==> config.mk <==
export PLATFORM = sky130hd
export DESIGN_NAME = collatz_engine
export DESIGN_NICKNAME = d
export VERILOG_FILES = /design/src/rtl/collatz_engine.sv
export SDC_FILE = /design/constraint.sdc
export NUM_CORES = 1
export LEC_CHECK = 0
export ABC_AREA = 1
export CAP_MARGIN = 30
export CORE_MARGIN = 2
export CORE_UTILIZATION = 40
export CTS_CLUSTER_SIZE = 10
export DETAILED_ROUTE_END_ITERATION = 7
export GPL_ROUTABILITY_DRIVEN = 0
export PLACE_DENSITY_LB_ADDON = 0.08
export SYNTH_ARGS = -nofsm -noshare
export SYNTH_HDL_FRONTEND = slang
export SYNTH_SLANG_ARGS = --single-unit
==> constraint.sdc <==
create_clock -name clk -period 5.5 [get_ports clk]
set_input_delay 0.825 -clock clk [delete_from_list [all_inputs] [get_ports clk]]
set_output_delay 0.825 -clock clk [all_outputs]
set_load 0.005 [all_outputs]
==> src/rtl/collatz_engine.sv <==
// collatz_engine: iterates the Collatz map one step per clock from a loaded
// start value, tracking orbit length, the peak of the iterate's upper bits,
// and a status code for zero input, overflow of 3n+1, and counter saturation.
module collatz_engine #(
    parameter int BITS      = 32,
    parameter int OLEN_BITS = 16,
    parameter int PLEN_BITS = 16
) (
    input  logic                 clk,
    input  logic                 reset,
    input  logic                 start,
    input  logic [BITS-1:0]      start_value,
    output logic                 busy,
    output logic                 done,
    output logic [BITS-1:0]      iter,
    output logic [OLEN_BITS-1:0] orbit_len,
    output logic [PLEN_BITS-1:0] path_record,
    output logic [1:0]           err
);

    localparam logic [1:0] IDLE = 2'd0;
    localparam logic [1:0] RUN  = 2'd1;
    localparam logic [1:0] DONE = 2'd2;

    localparam logic [1:0] ERR_OK   = 2'b00;
    localparam logic [1:0] ERR_ZERO = 2'b01;
    localparam logic [1:0] ERR_OVF  = 2'b10;
    localparam logic [1:0] ERR_SAT  = 2'b11;

    logic [1:0]           state_q, state_d;
    logic [BITS-1:0]      iter_q, iter_d;
    logic [OLEN_BITS-1:0] olen_q, olen_d;
    logic [PLEN_BITS-1:0] prec_q, prec_d;
    logic [1:0]           err_q, err_d;

    // Step datapath: 3n+1 is formed two bits wider so overflow is visible.
    logic                 odd;
    logic [BITS+1:0]      iter_ext;
    logic [BITS+1:0]      triple;
    logic                 ovf;
    logic [BITS-1:0]      next_iter;
    logic [PLEN_BITS-1:0] next_msb;
    logic [OLEN_BITS-1:0] olen_inc;

    // Candidate next iterate and its side information for the current step.
    always_comb begin
        odd       = iter_q[0];
        iter_ext  = {2'b00, iter_q};
        triple    = (iter_ext << 1) + iter_ext + (BITS+2)'(1);
        ovf       = odd && (triple[BITS+1:BITS] != 2'b00);
        next_iter = odd ? triple[BITS-1:0] : {1'b0, iter_q[BITS-1:1]};
        next_msb  = next_iter[BITS-1 -: PLEN_BITS];
        olen_inc  = olen_q + OLEN_BITS'(1);
    end

    // Next-state logic: start acceptance in IDLE/DONE, one step per RUN cycle.
    always_comb begin
        state_d = state_q;
        iter_d  = iter_q;
        olen_d  = olen_q;
        prec_d  = prec_q;
        err_d   = err_q;
        case (state_q)
            IDLE, DONE: begin
                if (start) begin
                    iter_d = start_value;
                    olen_d = '0;
                    prec_d = start_value[BITS-1 -: PLEN_BITS];
                    err_d  = ERR_OK;
                    if (start_value == '0) begin
                        state_d = DONE;
                        err_d   = ERR_ZERO;
                    end else if (start_value == BITS'(1)) begin
                        state_d = DONE;
                    end else begin
                        state_d = RUN;
                    end
                end
            end
            RUN: begin
                olen_d = olen_inc;
                if (ovf) begin
                    // The iterate is left as-is so the failing value is visible.
                    state_d = DONE;
                    err_d   = ERR_OVF;
                end else begin
                    iter_d = next_iter;
                    if (next_msb > prec_q) begin
                        prec_d = next_msb;
                    end
                    if (next_iter == BITS'(1)) begin
                        state_d = DONE;
                        err_d   = ERR_OK;
                    end else if (olen_inc == '1) begin
                        state_d = DONE;
                        err_d   = ERR_SAT;
                    end
                end
            end
            default: begin
                state_d = IDLE;
            end
        endcase
    end

    // State and result registers; reset clears everything asynchronously.
    always_ff @(posedge clk or posedge reset) begin
        if (reset) begin
            state_q <= IDLE;
            iter_q  <= '0;
            olen_q  <= '0;
            prec_q  <= '0;
            err_q   <= ERR_OK;
        end else begin
            state_q <= state_d;
            iter_q  <= iter_d;
            olen_q  <= olen_d;
            prec_q  <= prec_d;
            err_q   <= err_d;
        end
    end

    assign busy        = (state_q == RUN);
    assign done        = (state_q == DONE);
    assign iter        = iter_q;
    assign orbit_len   = olen_q;
    assign path_record = prec_q;
    assign err         = err_q;

endmodule

Yosys cells after proc, flatten, opt, wreduce, memory -nomap -nowiden. Index checks and enable logic that the tools add are counted. Widths: inputs -> output; s select.

Bits in registers: 68. Bits of input ports: 35.

Add/sub/neg operators: 3. Order comparisons: 1. Equality and inequality tests: 9. Multiplexer cells: 23. Reductions and logical operators: 11.

Operators by type and width (number): $mux 32 (3); $eq 32x1->1 const B (2); $mux 16 (4); $pmux 16 s2 (2); $pmux 32 s2 (1); $add 33x32->34 (1); $add 34x1->34 const B (1); $logic_not 32->1 (1); $mux 2 (10); $add 16x1->16 const B (1); $eq 16x16->1 const B (1); $gt 16x16->1 (1); $pmux 2 s2 (2); $reduce_and 3->1 (2); $ne 2x2->1 const B (2); $ne 4x1->1 const B (1); $reduce_and 2->1 (2); $reduce_and 4->1 (1); $reduce_bool 2->1 (2); $eq 2x1->1 const B (1); $eq 2x2->1 const B (1); $logic_not 2->1 (1); $ne 2x1->1 const B (1); $reduce_or 2->1 (1); 2 further kinds (2).

Logic depth before layout (Yosys ltp). Gate-level depths: netlist of run 1.

Depth after elaboration: 7. Gate-level depth with buffers: 29. Gate-level depth less buffers: 28.

Least setup slack after synthesis of run 1. No wires, ideal clock.

Kind: register to register. Start: reg iter_q[0] (netlist: iter[0]). End: reg prec_q[2] (netlist: path_record[2]). Setup time: 0.117 ns. Arrival time: 3.414 ns. Required time: 5.383 ns. Path slack: 1.970 ns. Stages on the path, launching flop included: 25. Buffers on the path: 3. Period minus slack after synthesis: 3.530 ns. Cell sequence: dfrtp_1 -> clkbuf_1 -> clkinv_1 -> buf_4 -> fa_1 -> inv_1 -> nand2_1 -> o211ai_1 -> nand3_1 -> nand2_1 -> nand2_1 -> nand2_1 -> nand2_1 -> nand2_1 -> nor2_1 -> ha_1 -> nand4_1 -> nor2_1 -> and3_1 -> nand4_1 -> nand2_2 -> nand2_4 -> buf_4 -> nand3_1 -> nand2_1.

Cells in the longest elaborated chain, start to end: 6. Elaborated cells between the ends (all ways): 12. Those cells by class: add/sub (2); order compare (1); eq/ne (2); mux (4); reduce/logical (3).

RTL lines: start: declaration (RTL line 31) `logic [BITS-1:0] iter_q, iter_d;`; start signal: assignment (RTL line 116) `iter_q <= iter_d;`; $add 33x32->34 (RTL line 49) `triple = (iter_ext << 1) + iter_ext + (BITS+2)'(1);`; $add 34x1->34 (RTL line 49); $mux 32 or $reduce_bool 2->1 (tied branches) (RTL line 51, 50); $gt 16x16->1 (tied with other cells) (RTL line 88) `if (next_msb > prec_q) begin`; $ne 2x1->1 (no source line) (tied with other cells); $reduce_and 4->1 (no source line) or $pmux 16 s2 (tied branches); end signal: assignment (RTL line 118) `prec_q <= prec_d;`; end: declaration (RTL line 33) `logic [PLEN_BITS-1:0] prec_q, prec_d;`.

Parallel ways exist; a longest one is shown, timed or not. The select of a mux whose other input is x is not followed. A chain may end at the register's enable or synchronous reset.

Worst setup path in the final report of run 1.
Start: reg iter_q[0] (netlist: iter[0]). End: reg prec_q[8] (netlist: path_record[8]).

Same word-level chain as after synthesis.

==> impl_metrics.ini, run 1 <==
[clock_network]
cts_htree_levels = 3
clk_pin_slew_ns = 0.06
clock_latency_ns = 0.35
cts_setup_buffers = 0
ctsHoldBuffers = 0
postCtsResizedCells = 0
cts_tree = yes
clock_sinks = 68
clk_path_buf_depth = 2
cts_buffers = 9
clock_tree.root_cell = clkbuf_16

[floorplanning]
num_io_pins = 103
initial_utilization = 0.4102
core_mm2 = 0.01594
rows = 46
dieHeight_um = 131.9
dieArea_mm2 = 0.01739
die_w_um = 131.9

[logic_synthesis]
synth_edf_count = 0
syn_area_per_cell_um2 = 6.527
postSynthCellCount = 1002
synth_most_common_cell = nand2_1
synth_flop_cell = dfrtp_1
ys_ff_latch = 68
ys_types = 45
synth.area.top_cells = dfrtp_1 26%, nand2_1 18%, ha_1 9.9%, inv_1 6.3%, nor2_1 6.1%
ys_seq_area_frac = 0.2602
yosysWarnings = 0
synth_area_leader_cell = dfrtp_1
ys_top_cells_by_count = 307 x nand2_1, 109 x inv_1, 107 x nor2_1
synth_top_area_frac = 0.2602
synthesis.nets = 1090
async_flop_share = 1.000
syn_area_mm2 = 0.006540

[placement]
dp_hpwl_um = 16690
io_buffers = 102

[global_routing]
grtUsageMet2 = 0.3996
gr-max-usage-layer = met2
grt_max_degree = 45
grtUsageMet1 = 0.3321
grt_pass1_vias = 6437
grt_pass1_wl_um = 33930
grt_overflow_total = 0
antenna_found_initial = 0
grt_use_met3 = 0.04229
grt_usage = 0.2437

[status]
status = finished clean

[critical_path]
critPathKind = flop to flop
endpoint_kind = flop
cp.arrival_ns = 4.57
worstPathRequired_ns = 5.78
crit_path_start_kind = flop
cp_max_fo = 27

[drt]
wire_per_inst_um = 15.98
via_count = 6804
drcViolationCount = 0
drtPass1Iterations = 5
drtIter0Drc = 558
wirelength_um = 21010
drt-vias-per-instance = 5.174
drtAntennaViolNets = 0

[timing]
drv_slew = 0
setup_tns_ns = 0
max_freq_mhz = 233.1
rsz0062_at_grt = no
slew_headroom = 0.3265
finalSetupViolCount = 0
tightestPinTransition_ns = 1.010
period_share = 0.7800
period_minus_slack_ns = 4.290
skew_ns = 0.006833
hold_viol_final = 0

[final_layout]
drive_gt1_frac = 0.07916
nets = 1182
area_growth_syn_to_layout_pct = 23.40
diodes = 0

[worst_hold_path]
hp-class = flop to flop

[run]
cap_violations = 0
[registers in the layout, indices dropped and copies added (netlist names)]
name / count
orbit_len: 16
path_record: 16
state_q: 2
iter: 32
err: 2
[final cells by class]
class | instances | area (µm²)
flip-flops and latches | 68 | 1702
multi-input cells | 794 | 4264
repair buffers | 108 | 1086
clock inverters | 7 | 98.84
inverters | 113 | 424.2
well taps | 216 | 270.3
fillers | 1684 | 7873
clock buffers | 9 | 225.2
[logic make-up after synthesis]
family | after synthesis | synth area share
muxes | 1 | 0.001531
DFF | 68 | 0.2602
AOI/OAI and AO/OA | 147 | 0.1381
and+or+nand+nor | 575 | 0.3849
adders and majority gates | 53 | 0.1025
buffers and inverters | 140 | 0.08858
xor gates and xnor gates | 18 | 0.02411
[worst paths after layout]
kind / start / to / slack (ns) / cells past startpoint
worst max-delay path: iter[0] / path_record[8] / 1.21 / 21
worst min-delay path: path_record[12] / path_record[12] / 0.51 / 2
worst max register to register: iter[0] / path_record[8] / 1.21 / 21
worst min register to register: path_record[12] / path_record[12] / 0.51 / 2
max in group asynchronous: reset / iter[0] / 3.64 / 3
min in group asynchronous: reset / iter[18] / 0.92 / 2
[placed cells by master, fill, tap and decap left out, types with 6 or more instances in the layout]
cell,n
nand2_1,307
inv_1,108
nor2_1,107
clkdlybuf4s50_1,102
nand3_1,76
dfrtp_1,68
ha_1,52
o21ai_0,45
a21oi_1,37
nand4_1,19
nand2_2,18
a31oi_1,15
xor2_1,12
nor3_1,11
o22ai_1,11
o21ai_1,9
a31oi_2,9
clkbuf_16,9
nand3_2,8
nor4_1,8
xnor2_1,6
[routing by layer]
layer | up-vias | wire [µm]
met1 | 3074 | 9835
li1 | 3501 | -
met2 | 201 | 9668
met3 | 28 | 1132
met5 | - | 0
met4 | 0 | 374
[metrics by stage]
| step | hold slack [ns] | util | instances | setup slack [ns] | area [µm²] |
|---|---|---|---|---|---|
| global placement | 0.4917 | 0.4841 | 1298 | 1.354 | 7719 |
| CTS | 0.5112 | 0.5062 | 1315 | 1.237 | 8070 |
| global route | 0.5442 | 0.5062 | 1315 | 0.7287 | 8070 |
| finish | 0.5053 | 0.5062 | 1315 | 1.210 | 8070 |
| detailed placement | 0.4963 | 0.4859 | 1299 | 1.263 | 7746 |
| floorplan | 0.4724 | - | 1002 | 1.970 | 6540 |
[worst max-delay path, cell delays in order (launching register included)]
cell,delay [ns]
dfrtp_1,0.34
clkinv_1,0.62
fa_1,0.72
inv_1,0.12
nand2_1,0.06
o211ai_1,0.19
nand3_1,0.15
nand2_1,0.14
nand2_1,0.06
nand2_1,0.07
nor2_1,0.04
nor2_1,0.26
ha_1,0.21
nand4_1,0.12
nor2_1,0.20
and3_1,0.19
nand4_1,0.11
nand2_2,0.10
nand2_4,0.13
nand2_4,0.25
nand2_1,0.07
nand2_1,0.06
Power of run 1 is not shown: default switching activity piles up to over one toggle a cycle in this logic, so the estimate is an artifact.
==> inputs of run 2 (changes only) <==
==> constraint.sdc (replaced) <==
create_clock -name clk -period 3.65 [get_ports clk]
set_input_delay 0.5475 -clock clk [delete_from_list [all_inputs] [get_ports clk]]
set_output_delay 0.5475 -clock clk [all_outputs]
set_load 0.005 [all_outputs]
==> run 2 against run 1 <==
  * Design area up 7.3%
  * Wire length up 4.0%
  * Clock skew up 0.0017 ns
  * Register-to-register slack worse by 1.0 ns
  * Flip-flop and latch count unchanged
  * Non-clock buffer count up 21
  * Via count up 3.0%
  * Critical endpoint is now path_record[7]
  * Largest cell class unchanged
==> impl_metrics.ini, run 2 (synthesis gave the netlist of run 1 again) <==
[placement]
dp_hpwl_um = 17150
io_buffers = 102

[global_routing]
grt_usage = 0.2485
grt_overflow_total = 0
antenna_found_initial = 0
grt_pass1_wl_um = 34780
grt_pass1_vias = 6652
grt_max_degree = 55

[worst_hold_path]
min_to = path_record[5]
worstHoldStart = path_record[5]
hp-class = flop to flop
whs_path_depth = 2

[critical_path]
cp_max_fo = 18
rr_worst_depth = 19
timing.rr.start = iter[15]
endpoint_kind = flop
crit_path_start_kind = flop
critPathKind = flop to flop
worstPathRequired_ns = 3.93
reg2reg_to = path_record[7]
rrSetupSlack_ns = 0.19
cp.arrival_ns = 3.73

[clock_network]
cts_tree = yes
clk_pin_slew_ns = 0.06
clock_tree.root_cell = clkbuf_16
cts_buffers = 9
cts_setup_buffers = 0
clock_latency_ns = 0.34
cts_htree_levels = 3
clock_sinks = 68
clk_path_buf_depth = 2

[timing]
skew_ns = 0.008532
drv_slew = 0
slew_headroom = 0.4663
period_share = 0.9471
max_freq_mhz = 289.3
finalSetupViolCount = 0
hold_viol_final = 0
period_minus_slack_ns = 3.457
tightestPinTransition_ns = 0.7994

[final_layout]
final_common_cell = nand2_1
n_fill_cell = 1633
drive_gt1_frac = 0.1545
mostFrequentLayoutCells = 304 x nand2_1, 108 x inv_1, 102 x clkdlybuf4s50_1
area_growth_syn_to_layout_pct = 32.39
largest_reg_flops = 32
nets = 1204
multi_input_area_mm2 = 0.004644
diodes = 0
regArea_mm2 = 0.001719
fin_util = 0.5431

[floorplanning]
num_io_pins = 103
die_w_um = 131.9
rows = 46
dieArea_mm2 = 0.01739
initial_utilization = 0.4102
core_mm2 = 0.01594
dieHeight_um = 131.9

[drt]
drtIter0Drc = 581
wire_per_inst_um = 16.36
drcViolationCount = 0
via_count = 7011
drtPass1Iterations = 6
drtAntennaViolNets = 0
wirelength_um = 21860
drt-vias-per-instance = 5.248

[status]
status = finished clean

[run]
cap_violations = 0
[run 2: cell types whose count changed in the layout (fill, tap and decap cells not counted), sizes merged]
cell      change
nand2         +1
clkinvlp      +1
buf          +21
bufinv        +1
clkinv        -2
inv           -1
[run 2: repair_timing]
item	4_1_cts	5_1_grt
hold buffers	0	0
endpoints found under the setup margin	0	16
gates resized for setup	0	83
[run 2: stage by stage]
stage | cell area, µm² | hold slack (ns) | std cells | setup WS (ns) | setup TNS, ns
3_5_place_dp | 7921 | 0.4783 | 1320 | 0.08111 | 0
3_3_place_gp | 7921 | 0.4926 | 1320 | 0.1132 | 0
2_1_floorplan | 6540 | 0.4724 | 1002 | 0.1195 | 0
6_report | 8658 | 0.4934 | 1336 | 0.1933 | 0
5_1_grt | 8658 | 0.5189 | 1336 | -0.04489 | -0.5548
4_1_cts | 8260 | 0.5026 | 1335 | 0.05740 | 0
[run 2: area by class of cell]
| cell class | count | share of cell area |
|---|---|---|
| flip-flops and latches | 68 | 0.1986 |
| multi-input cells | 795 | 0.5364 |
| well taps | 216 | 0.03121 |
| repair buffers | 129 | 0.1457 |
| clock buffers | 9 | 0.02601 |
| clock inverters | 6 | 0.01315 |
| inverters | 113 | 0.04899 |
[run 2: per-layer routing]
| layer | track usage | vias to the layer above | wire length (µm) |
|---|---|---|---|
| li1 | - | 3536 | - |
| met1 | 0.3371 | 3209 | 10070 |
| met2 | 0.4071 | 231 | 10060 |
| met3 | 0.03383 | 35 | 1214 |
| met4 | 0.08454 | 0 | 511 |
| met5 | 0 | - | 0 |
[run 2: how the worst max path moves through the flow]
stage,slack (ns),depth (start not counted),endpoint,startpoint
after CTS,0.06,19,path_record[7],iter[13]
final,0.19,19,path_record[7],iter[15]
after global placement,0.11,25,path_record[15],iter[1]
after floorplan,0.12,24,path_record[2],iter[0]
after detailed placement,0.08,19,path_record[7],iter[13]
after global routing,-0.04,26,path_record[9],iter[15]
[run 2: worst max-delay path, stage by stage (launching register included)]
cell and delay [ns]:
dfrtp_1 0.47, ha_2 0.36, a21oi_1 0.21, o21ai_1 0.14, a21oi_1 0.30, o21a_1 0.20, nand3_1 0.08, nand3_1 0.16
nand2_1 0.12, ha_1 0.32, nand2_1 0.07, nor2_1 0.04, a211oi_1 0.17, o221a_2 0.21, nand2_1 0.06, nand2_2 0.10
nand2_8 0.13, nand2_8 0.15, nand2_1 0.05, nand2_1 0.06
Power of run 2 is left out for the same reason.
==> inputs of run 3 (changes only) <==
--- a/config.mk
+++ b/config.mk
@@ -8,7 +8,7 @@
 export ABC_AREA = 1
 export CAP_MARGIN = 30
 export CORE_MARGIN = 2
-export CORE_UTILIZATION = 40
+export CORE_UTILIZATION = 50
 export CTS_CLUSTER_SIZE = 10
 export DETAILED_ROUTE_END_ITERATION = 7
 export GPL_ROUTABILITY_DRIVEN = 0
==> run 3 against run 2 <==
  * Clock-buffer cell count grew 1
  * Worst hold slack better by 0.0088 ns
  * Wire length decreased by 2.4%
  * Register-to-register slack got worse by 0.04 ns
  * Design area shrank 0.14%
  * Flip-flop and latch count stayed put
  * Critical path depth unchanged
  * Highest routed layer unchanged
==> impl_metrics.ini, run 3 (synthesis gave the netlist of run 1 again) <==
[critical_path]
cp_max_fo = 8
reg2reg_to = path_record[5]
cp.arrival_ns = 3.74
rr_worst_depth = 19
endpoint_kind = flop
worstSetupStartpoint = iter[9]
worstPathRequired_ns = 3.89
crit_path_start_kind = flop
timing.rr.start = iter[9]
crit_path_cell_trace = ha_4, a21oi_1, o21a_1, nand3_1, nand3b_1, nand3_1, nand3_1, nand2_1, ha_1, nand2_1, nor2_1, a211oi_2, o221a_2, nand2_1, nand2_4, nand2_8, nand2_8, nand2_1, nand2_1
crit_top_cell = nand2_1
crit_path_max_incr_delay_ns = 0.46
rrSetupSlack_ns = 0.15
slowest_stage = dfrtp_2
critPathKind = flop to flop

[timing]
skew_ns = 0.009952
slew_headroom = 0.3195
hold_viol_final = 0
setup_tns_ns = 0
finalSetupViolCount = 0
tightestPinTransition_ns = 1.020
period_share = 0.9592
max_freq_mhz = 285.6
fin_hold_ws_ns = 0.5022
drv_slew = 0
period_minus_slack_ns = 3.501

[worst_hold_path]
min_to = path_record[12]
whs_path_depth = 2
worstHoldStart = path_record[12]
hp-class = flop to flop

[placement]
io_buffers = 102
dp_hpwl_um = 16200

[final_layout]
final_common_cell = nand2_1
diodes = 0
mostFrequentLayoutCells = 303 x nand2_1, 107 x inv_1, 102 x clkdlybuf4s50_1
nets = 1202
area_growth_syn_to_layout_pct = 32.20
largest_reg_flops = 32
drive_gt1_frac = 0.1680

[clock_network]
cts_buffers = 9
clock_tree.root_cell = clkbuf_16
clock_latency_ns = 0.35
ctsHoldBuffers = 0
cts_htree_levels = 3
clk_path_buf_depth = 2
clk_pin_slew_ns = 0.06
cts_tree = yes
clock_sinks = 68

[status]
status = finished clean

[global_routing]
grt_overflow_total = 0
antenna_found_initial = 0
grt_pass1_vias = 6556
grt_max_degree = 45
grt_pass1_wl_um = 33470
grt_usage = 0.2988

[drt]
via_count = 7197
wirelength_um = 21330
wire_per_inst_um = 16.52
drcViolationCount = 0
drt-vias-per-instance = 5.575
drtIter0Drc = 674
drtAntennaViolNets = 0
drtPass1Iterations = 6

[run]
cap_violations = 0

[floorplanning]
core_mm2 = 0.01267
rows = 41
dieArea_mm2 = 0.01401
dieHeight_um = 118.4
initial_utilization = 0.5161
die_w_um = 118.4
num_io_pins = 103
run 3: cell types whose count changed in the layout (fill, tap and decap cells not counted), sizes merged:
cell / change
buf: -4
bufinv: -2
clkinv: +2
nand2: +2
clkbuf: +1
run 3: layout make-up:
type,count,area (µm²)
Clock buffer,10,239.0
Clock inverter,6,63.81
Fill cell,1154,4025
Inverter,113,424.2
Multi-Input combinational cell,797,4758
Sequential cell,68,1723
Tap cell,172,215.2
Timing Repair Buffer,125,1222
run 3: worst max-delay path: cells and delay by family (launching register included):
kind | cells | cell delay (ns)
compound gates | 4 | 0.73
simple gates | 13 | 1.55
fa+ha+maj | 2 | 0.63
flops | 1 | 0.46
run 3: timing repair:
action | 4_1_cts | 5_1_grt
gates resized for setup | 0 | 108
setup endpoints to repair | 0 | 16
setup buffers | 0 | 1
run 3: worst max path at each step:
stage / slack, ns / end
2_1_floorplan: 0.12 / path_record[2]
3_3_place_gp: 0.12 / path_record[15]
3_5_place_dp: 0.06 / path_record[5]
4_1_cts: 0.03 / path_record[11]
5_1_grt: -0.04 / path_record[5]
6_report: 0.15 / path_record[5]
run 3: routing by layer:
metal / track usage / share of wire / up-vias
li1: - / - / 3543
met1: 0.4030 / 0.42 / 3257
met2: 0.4772 / 0.46 / 342
met3: 0.04054 / 0.081 / 55
met4: 0.1332 / 0.040 / 0
met5: 0 / 0 / -
run 3: stage by stage:
step / worst slack (ns) / area (µm²) / utilization / std cells
finish: 0.1490 / 8646 / 0.6823 / 1291
global route: -0.03891 / 8646 / 0.6823 / 1291
CTS: 0.03432 / 8119 / 0.6408 / 1287
detailed placement: 0.06043 / 7816 / 0.6169 / 1271
global placement: 0.1216 / 7816 / 0.6169 / 1271
floorplan: 0.1195 / 6540 / - / 1002
Power of run 3 is left out for the same reason.
